===== src/rtl/alu_issue_pkg.sv =====
// alu_issue_pkg: opcode and ALU_Sel encodings plus immediate extraction
// helpers shared by the ALU issue stage and its decoder.
package alu_issue_pkg;

    localparam logic [6:0] OPC_OP        = 7'b0110011;
    localparam logic [6:0] OPC_OP_IMM    = 7'b0010011;
    localparam logic [6:0] OPC_OP_32     = 7'b0111011;
    localparam logic [6:0] OPC_OP_IMM_32 = 7'b0011011;
    localparam logic [6:0] OPC_LUI       = 7'b0110111;
    localparam logic [6:0] OPC_AUIPC     = 7'b0010111;
    localparam logic [6:0] OPC_LOAD      = 7'b0000011;
    localparam logic [6:0] OPC_STORE     = 7'b0100011;
    localparam logic [6:0] OPC_BRANCH    = 7'b1100011;

    localparam logic [3:0] ALU_ADD  = 4'b0000;
    localparam logic [3:0] ALU_SUB  = 4'b0001;
    localparam logic [3:0] ALU_SLL  = 4'b0010;
    localparam logic [3:0] ALU_SLT  = 4'b0011;
    localparam logic [3:0] ALU_SLTU = 4'b0100;
    localparam logic [3:0] ALU_XOR  = 4'b0101;
    localparam logic [3:0] ALU_SRL  = 4'b0110;
    localparam logic [3:0] ALU_SRA  = 4'b0111;
    localparam logic [3:0] ALU_OR   = 4'b1000;
    localparam logic [3:0] ALU_AND  = 4'b1001;
    localparam logic [3:0] ALU_ADDW = 4'b1010;
    localparam logic [3:0] ALU_SUBW = 4'b1011;
    localparam logic [3:0] ALU_SLLW = 4'b1100;
    localparam logic [3:0] ALU_SRLW = 4'b1101;
    localparam logic [3:0] ALU_SRAW = 4'b1110;

    // I-type immediate, sign-extended to 32 bits
    function automatic logic [31:0] imm_i(input logic [31:0] instr);
        return {{20{instr[31]}}, instr[31:20]};
    endfunction

    // S-type immediate, sign-extended to 32 bits
    function automatic logic [31:0] imm_s(input logic [31:0] instr);
        return {{20{instr[31]}}, instr[31:25], instr[11:7]};
    endfunction

    // U-type immediate (upper 20 bits, low 12 zero)
    function automatic logic [31:0] imm_u(input logic [31:0] instr);
        return {instr[31:12], 12'b0};
    endfunction

    // funct3 map shared by OP and OP-IMM; alt picks SUB/SRA
    function automatic logic [3:0] base_sel(input logic [2:0] f3, input logic alt);
        logic [3:0] s;
        case (f3)
            3'b000:  s = alt ? ALU_SUB : ALU_ADD;
            3'b001:  s = ALU_SLL;
            3'b010:  s = ALU_SLT;
            3'b011:  s = ALU_SLTU;
            3'b100:  s = ALU_XOR;
            3'b101:  s = alt ? ALU_SRA : ALU_SRL;
            3'b110:  s = ALU_OR;
            default: s = ALU_AND;
        endcase
        return s;
    endfunction

endpackage


===== src/rtl/alu_op_issue_if.sv =====
// alu_op_issue_if: upstream beat and downstream ALU handshake bundle.
// slave = issue stage side, master = producer/consumer (test) side.
interface alu_op_issue_if #(parameter int DWIDTH = 32);
    logic              in_valid;
    logic              in_ready;
    logic [31:0]       instr;
    logic [DWIDTH-1:0] pc;
    logic [DWIDTH-1:0] rs1_data;
    logic [DWIDTH-1:0] rs2_data;
    logic              out_valid;
    logic              out_ready;
    logic [DWIDTH-1:0] in_a;
    logic [DWIDTH-1:0] in_b;
    logic [3:0]        ALU_Sel;
    logic              illegal;

    modport slave (
        input  in_valid, instr, pc, rs1_data, rs2_data, out_ready,
        output in_ready, out_valid, in_a, in_b, ALU_Sel, illegal
    );

    modport master (
        output in_valid, instr, pc, rs1_data, rs2_data, out_ready,
        input  in_ready, out_valid, in_a, in_b, ALU_Sel, illegal
    );
endinterface


===== src/rtl/alu_issue_dec.sv =====
// alu_issue_dec: combinational decode of one instruction into ALU operands,
// ALU_Sel code and an illegal flag. Illegal beats carry zeroed operands/ADD.
import alu_issue_pkg::*;

module alu_issue_dec #(parameter int DWIDTH = 32) (
    input  logic [31:0]       instr,
    input  logic [DWIDTH-1:0] pc,
    input  logic [DWIDTH-1:0] rs1,
    input  logic [DWIDTH-1:0] rs2,
    output logic [DWIDTH-1:0] a,
    output logic [DWIDTH-1:0] b,
    output logic [3:0]        sel,
    output logic              illegal
);
    localparam int SHW = $clog2(DWIDTH);

    logic [6:0]        opc;
    logic [2:0]        f3;
    logic [6:0]        f7;
    logic              alt;
    logic              f7_ok;
    logic [DWIDTH-1:0] ext_i;
    logic [DWIDTH-1:0] ext_s;
    logic [DWIDTH-1:0] ext_u;
    logic [DWIDTH-1:0] shamt;
    logic [DWIDTH-1:0] shamt_w;

    assign opc     = instr[6:0];
    assign f3      = instr[14:12];
    assign f7      = instr[31:25];
    assign alt     = (f7 == 7'b0100000);
    assign f7_ok   = (f7 == 7'b0000000) || alt;
    assign ext_i   = DWIDTH'(signed'(imm_i(instr)));
    assign ext_s   = DWIDTH'(signed'(imm_s(instr)));
    assign ext_u   = DWIDTH'(signed'(imm_u(instr)));
    assign shamt   = DWIDTH'(instr[20 +: SHW]);
    assign shamt_w = DWIDTH'(instr[24:20]);

    // opcode-driven operand and operation selection
    always_comb begin
        a       = '0;
        b       = '0;
        sel     = ALU_ADD;
        illegal = 1'b0;
        case (opc)
            OPC_OP: begin
                a   = rs1;
                b   = rs2;
                sel = base_sel(f3, alt);
                if (!f7_ok || (alt && f3 != 3'b000 && f3 != 3'b101))
                    illegal = 1'b1;
            end
            OPC_OP_IMM: begin
                a = rs1;
                if (f3 == 3'b001 || f3 == 3'b101) begin
                    b   = shamt;
                    sel = base_sel(f3, (f3 == 3'b101) && instr[30]);
                end else begin
                    b   = ext_i;
                    sel = base_sel(f3, 1'b0);
                end
            end
            OPC_OP_32: begin
                a = rs1;
                b = rs2;
                case (f3)
                    3'b000:  sel = alt ? ALU_SUBW : ALU_ADDW;
                    3'b001:  sel = ALU_SLLW;
                    3'b101:  sel = alt ? ALU_SRAW : ALU_SRLW;
                    default: illegal = 1'b1;
                endcase
                if (!f7_ok || (alt && f3 != 3'b000 && f3 != 3'b101))
                    illegal = 1'b1;
            end
            OPC_OP_IMM_32: begin
                a = rs1;
                case (f3)
                    3'b000: begin b = ext_i;   sel = ALU_ADDW; end
                    3'b001: begin b = shamt_w; sel = ALU_SLLW; end
                    3'b101: begin b = shamt_w; sel = instr[30] ? ALU_SRAW : ALU_SRLW; end
                    default: illegal = 1'b1;
                endcase
            end
            OPC_LUI:   begin a = '0;  b = ext_u; end
            OPC_AUIPC: begin a = pc;  b = ext_u; end
            OPC_LOAD:  begin a = rs1; b = ext_i; end
            OPC_STORE: begin a = rs1; b = ext_s; end
            OPC_BRANCH: begin
                a = rs1;
                b = rs2;
                case (f3)
                    3'b000, 3'b001: sel = ALU_SUB;
                    3'b100, 3'b101: sel = ALU_SLT;
                    3'b110, 3'b111: sel = ALU_SLTU;
                    default:        illegal = 1'b1;
                endcase
            end
            default: illegal = 1'b1;
        endcase
        if (illegal) begin
            a   = '0;
            b   = '0;
            sel = ALU_ADD;
        end
    end
endmodule


===== src/rtl/alu_op_issue.sv =====
// alu_op_issue: registered issue stage between register-file read and ALU.
// Optional macro ALU_ISSUE_SKID_EN: 2-entry FIFO skid buffer with a
// registered in_ready; otherwise a single output register with
// in_ready = !out_valid || out_ready.
import alu_issue_pkg::*;

module alu_op_issue #(parameter int DWIDTH = 32) (
    input logic          clk,
    input logic          rst,
    alu_op_issue_if.slave bus
);
    typedef struct packed {
        logic [DWIDTH-1:0] a;
        logic [DWIDTH-1:0] b;
        logic [3:0]        sel;
        logic              illegal;
    } entry_t;

    logic [DWIDTH-1:0] dec_a;
    logic [DWIDTH-1:0] dec_b;
    logic [3:0]        dec_sel;
    logic              dec_ill;
    entry_t            dec_e;
    entry_t            head;
    logic              valid;
    logic              push;
    logic              pop;

    alu_issue_dec #(.DWIDTH(DWIDTH)) u_dec (
        .instr   (bus.instr),
        .pc      (bus.pc),
        .rs1     (bus.rs1_data),
        .rs2     (bus.rs2_data),
        .a       (dec_a),
        .b       (dec_b),
        .sel     (dec_sel),
        .illegal (dec_ill)
    );

    assign dec_e = '{a: dec_a, b: dec_b, sel: dec_sel, illegal: dec_ill};
    assign push  = bus.in_valid && bus.in_ready;
    assign pop   = valid && bus.out_ready;

    assign bus.out_valid = valid;
    assign bus.in_a      = head.a;
    assign bus.in_b      = head.b;
    assign bus.ALU_Sel   = head.sel;
    assign bus.illegal   = head.illegal;

`ifdef ALU_ISSUE_SKID_EN
    // head is the presented entry, skid holds the second-oldest beat
    entry_t     skid;
    logic [1:0] count;
    logic [1:0] count_next;
    logic       in_ready_q;

    assign valid        = (count != 2'd0);
    assign bus.in_ready = in_ready_q;

    // occupancy after this cycle's handshakes
    always_comb begin
        count_next = count;
        if (push && !pop)
            count_next = count + 2'd1;
        else if (pop && !push)
            count_next = count - 2'd1;
    end

    // FIFO storage and registered ready (no out_ready -> in_ready path)
    always_ff @(posedge clk) begin
        if (rst) begin
            count      <= 2'd0;
            in_ready_q <= 1'b0;
            head       <= '0;
            skid       <= '0;
        end else begin
            count      <= count_next;
            in_ready_q <= (count_next != 2'd2);
            if (push && pop) begin
                if (count == 2'd2) begin
                    head <= skid;
                    skid <= dec_e;
                end else begin
                    head <= dec_e;
                end
            end else if (push) begin
                if (count == 2'd0)
                    head <= dec_e;
                else
                    skid <= dec_e;
            end else if (pop && count == 2'd2) begin
                head <= skid;
            end
        end
    end
`else
    logic valid_q;
    logic rst_done;

    assign valid        = valid_q;
    assign bus.in_ready = rst_done && (!valid_q || bus.out_ready);

    // single output register; rst_done holds in_ready low for a cycle after reset
    always_ff @(posedge clk) begin
        if (rst) begin
            rst_done <= 1'b0;
            valid_q  <= 1'b0;
            head     <= '0;
        end else begin
            rst_done <= 1'b1;
            if (push) begin
                head    <= dec_e;
                valid_q <= 1'b1;
            end else if (pop) begin
                valid_q <= 1'b0;
            end
        end
    end
`endif
endmodule


===== src/flat_wrapper.sv =====
// flat-port wrapper written by rule: the top's interface ports become plain ports
module alu_op_issue_flat 
#(parameter int DWIDTH = 32)
  (clk, rst, bus_in_valid, bus_instr, bus_pc, bus_rs1_data, bus_rs2_data, bus_out_ready, bus_in_ready, bus_out_valid, bus_in_a, bus_in_b, bus_ALU_Sel, bus_illegal);
  alu_op_issue_if #(.DWIDTH(DWIDTH)) bus_i ();
  input logic clk;
  input logic rst;
  input wire logic [$bits(bus_i.in_valid)-1:0] bus_in_valid;
  input wire logic [$bits(bus_i.instr)-1:0] bus_instr;
  input wire logic [$bits(bus_i.pc)-1:0] bus_pc;
  input wire logic [$bits(bus_i.rs1_data)-1:0] bus_rs1_data;
  input wire logic [$bits(bus_i.rs2_data)-1:0] bus_rs2_data;
  input wire logic [$bits(bus_i.out_ready)-1:0] bus_out_ready;
  output wire logic [$bits(bus_i.in_ready)-1:0] bus_in_ready;
  output wire logic [$bits(bus_i.out_valid)-1:0] bus_out_valid;
  output wire logic [$bits(bus_i.in_a)-1:0] bus_in_a;
  output wire logic [$bits(bus_i.in_b)-1:0] bus_in_b;
  output wire logic [$bits(bus_i.ALU_Sel)-1:0] bus_ALU_Sel;
  output wire logic [$bits(bus_i.illegal)-1:0] bus_illegal;
  assign bus_i.in_valid = bus_in_valid;
  assign bus_i.instr = bus_instr;
  assign bus_i.pc = bus_pc;
  assign bus_i.rs1_data = bus_rs1_data;
  assign bus_i.rs2_data = bus_rs2_data;
  assign bus_i.out_ready = bus_out_ready;
  assign bus_in_ready = bus_i.in_ready;
  assign bus_out_valid = bus_i.out_valid;
  assign bus_in_a = bus_i.in_a;
  assign bus_in_b = bus_i.in_b;
  assign bus_ALU_Sel = bus_i.ALU_Sel;
  assign bus_illegal = bus_i.illegal;
  alu_op_issue #(.DWIDTH(DWIDTH)) u_core (.clk(clk), .rst(rst), .bus(bus_i));
endmodule

===== config.mk =====
export PLATFORM = sky130hd
export DESIGN_NAME = alu_op_issue_flat
export DESIGN_NICKNAME = d
export VERILOG_FILES = /design/src/rtl/alu_issue_pkg.sv /design/src/rtl/alu_op_issue_if.sv /design/src/rtl/alu_issue_dec.sv /design/src/rtl/alu_op_issue.sv /design/src/flat_wrapper.sv
export SDC_FILE = /design/constraint.sdc
export NUM_CORES = 1
export LEC_CHECK = 0
export ABC_AREA = 1
export CAP_MARGIN = 20
export CORE_UTILIZATION = 30
export DETAILED_ROUTE_END_ITERATION = 8
export PLACE_DENSITY = 0.61
export SLEW_MARGIN = 20
export SYNTH_ARGS = -nofsm -noshare
export SYNTH_HDL_FRONTEND = slang
export SYNTH_SLANG_ARGS = --single-unit

===== constraint.sdc =====
create_clock -name clk -period 4.2 [get_ports clk]
set_clock_uncertainty 0.15 [all_clocks]
set_input_delay 0.42 -clock clk [delete_from_list [all_inputs] [get_ports clk]]
set_output_delay 0.42 -clock clk [all_outputs]
set_load 0.01 [all_outputs]

==> impl_metrics.ini <==
[setup_path]
crit_path_max_fanout = 69
worstPathRequired_ns = 4.29
start_kind = input port
max_stage_delay_ns = 0.70
critPathKind = in2reg
crit_path_end_kind = flop
cpMaxStageDelayCell = nor2_8
worst_path_most_repeated_cell = nand2_1
crit_arrival_ns = 2.90
path_cells = clkdlybuf4s50_1 -> inv_1 -> nand2_1 -> nor2_4 -> nand2_1 -> nand2_1 -> nor2_2 -> nand2_2 -> nand2_4 -> nor2_8 -> nand3_1 -> a21oi_1

[global_route]
grt_usage_pct = 20.1
grt_start_max_net_pins = 70
grt_pass1_wl_um = 22800
first_global_vias = 4568
antenna_found_initial = 0
grt-ovfl-total = 0

[flow_run]
maxCapViolCount = 0

[die]
die_h_um = 119
coreArea_mm2 = 0.0133
start_util_pct = 31.0
io-pin-count = 203
rows = 42
die_w_um = 119
die-area_mm2 = 0.0143

[clocking]
clockBufferDepth = 2
clock_latency_ns = 0.33
cts_made_buffers = 9
clk_pin_slew_worst_paths_ns = 0.05
cts_setup_buffers = 0
cts.sinks = 71
cts_resized = 0
cts_hold_buf = 0
cts-root-buf = clkbuf_16
h-tree-depth = 3
cts_tree = yes

[yosys]
yosysTopAreaCell = dfxtp_1
synth_area_leaders = dfxtp_1 34%, nand2_1 23%, nand3_1 9.9%, a21oi_1 9.8%, nor2_1 3.7%
synth_nets = 795
syn_inst = 663
yosysWarnings = 0
ys_types = 28
synth.yosys.seq_area_share_pct = 34.4
mappedNetlistArea_mm2 = 0.00414
synth_area_per_cell_um2 = 6.24
synth-seq-cells = 71
synth_top_area_share_pct = 34.4

[routing]
wl_um = 14300
vias = 4783
post-route-drc-count = 0
routedWlPerCell_um = 14.0
drtIter0Drc = 231
routed_via_density = 4.69
dr.pass1.iters = 5
ant_nets = 0

[place]
place.gp.congestion = 0.913
place_area_mm2 = 0.00621
io_buffers = 202
hpwl_um = 10500

[cells_and_area]
nFillCells = 1369
multi_input_comb_area_mm2 = 0.00235
ff_latch_area_mm2 = 0.00142
diodes = 0
final_cell_area_mm2 = 0.00650
nets = 972
drive_above_1_share_pct = 7.46
area_growth_pct = 57.3

[power]
vdd_ir_drop_max_mv = 0.170
leakage_nw = 2.63
power_density_mw_per_mm2 = 259

[timing]
min_period_over_period_pct = 66.7
hold_ws_ns = 0.313
final.setup.tns_ns = 0
fmax_ghz = 0.357
worst-slew-pin-transition_ns = 0.953
hold_viol = 0
post-route-min-period_ns = 2.80
slew_viol_final = 0
maxSlewHeadroom_pct = 36.5
setup_violations = 0
rsz0062_at_grt = false

[status]
status = completed

[worst_hold_path]
hp-class = reg2reg
[cells by family (layout without fill, tap and decap cells)]
kind of cell | Yosys count | in the layout | synth area share, %
and+or+nand+nor | 409 | 409 | 43.4
buffers and inverters | 81 | 262 | 8.80
AOI/OAI and AO/OA | 102 | 102 | 13.4
DFF | 71 | 71 | 34.4
[cells in the final DEF, fill, tap and decap left out, types with 3 or more instances in the layout]
master	instances
clkdlybuf4s50_1	201
a21oi_2	10
inv_1	33
clkbuf_16	9
dfxtp_1	71
a21oi_1	81
o21ai_0	7
inv_2	5
nand3_1	82
nor2_1	41
nand2_2	6
buf_4	7
nand4_1	3
nand3_2	11
nor2_2	4
nand2_1	255
[registers in the layout (all words and copies together) (netlist names)]
register              flops
u_core.bus.out_valid      1
u_core.rst_done           1
u_core.bus.in_a          32
u_core.bus.illegal        1
u_core.bus.ALU_Sel        4
u_core.bus.in_b          32
[Yosys cell counts, drive strengths merged]
master  instances
nand2         262
nand3          93
a21oi          91
dfxtp          71
nor2           48
inv            38
clkbuf         23
buf            20
o21ai           8
nand4           3
nor3            2
a31oi           1
nor4            1
o221ai          1
o22ai           1
[layer usage]
metal	GRT usage (%)	vias up	wire (um)
li1	-	2487	-
met2	34.6	169	6740
met4	6.25	0	261
met3	4.60	16	1020
met5	0	-	0
met1	24.9	2111	6240
[report_power, final]
part           switching [W]  leakage, nW  internal [W]  total [W]
clock               0.000275        0.145      0.000488   0.000763
sequential        0.00000103        0.572      0.000676   0.000677
combinational       0.000117         1.91      0.000131   0.000248
[critical path: cells and delay by family]
kind / cells / cell delay (ns)
AOI/OAI and AO/OA: 1 / 0.18
buffers and inverters: 2 / 0.66
and+or+nand+nor: 9 / 1.62
[path summary, 6_finish.rpt]
| check | from | endpoint | slack (ns) | depth (start not counted) |
|---|---|---|---|---|
| worst max register to register | u_core.bus.out_valid | u_core.bus.in_b[30] | 1.94 | 8 |
| worst max-delay path | bus_instr[3] | u_core.bus.in_a[9] | 1.40 | 12 |
| worst min-delay path | u_core.bus.in_b[14] | u_core.bus.in_b[14] | 0.31 | 2 |
| worst min register to register | u_core.bus.in_b[14] | u_core.bus.in_b[14] | 0.31 | 2 |
[per-stage QoR]
step / util (%) / cells / setup WS [ns] / power [W]
2_1_floorplan: - / 663 / 2.30 / 0.000786
3_3_place_gp: 46.5 / 1005 / 1.14 / 0.000938
3_5_place_dp: 46.5 / 1005 / 1.01 / 0.000939
4_1_cts: 48.7 / 1020 / 1.34 / 0.00171
5_1_grt: 48.7 / 1020 / 1.13 / 0.00177
6_report: 48.7 / 1020 / 1.40 / 0.00169
[final cells by class]
| type | instances | share of cell area (%) |
|---|---|---|
| Clock buffer | 12 | 3.94 |
| Inverter | 38 | 2.19 |
| Clock inverter | 3 | 0.654 |
| Tap cell | 176 | 3.39 |
| Timing Repair Buffer | 209 | 31.8 |
| Sequential cell | 71 | 21.9 |
| Multi-Input combinational cell | 511 | 36.2 |
No activity file was read; power rests on OpenSTA's default activity.
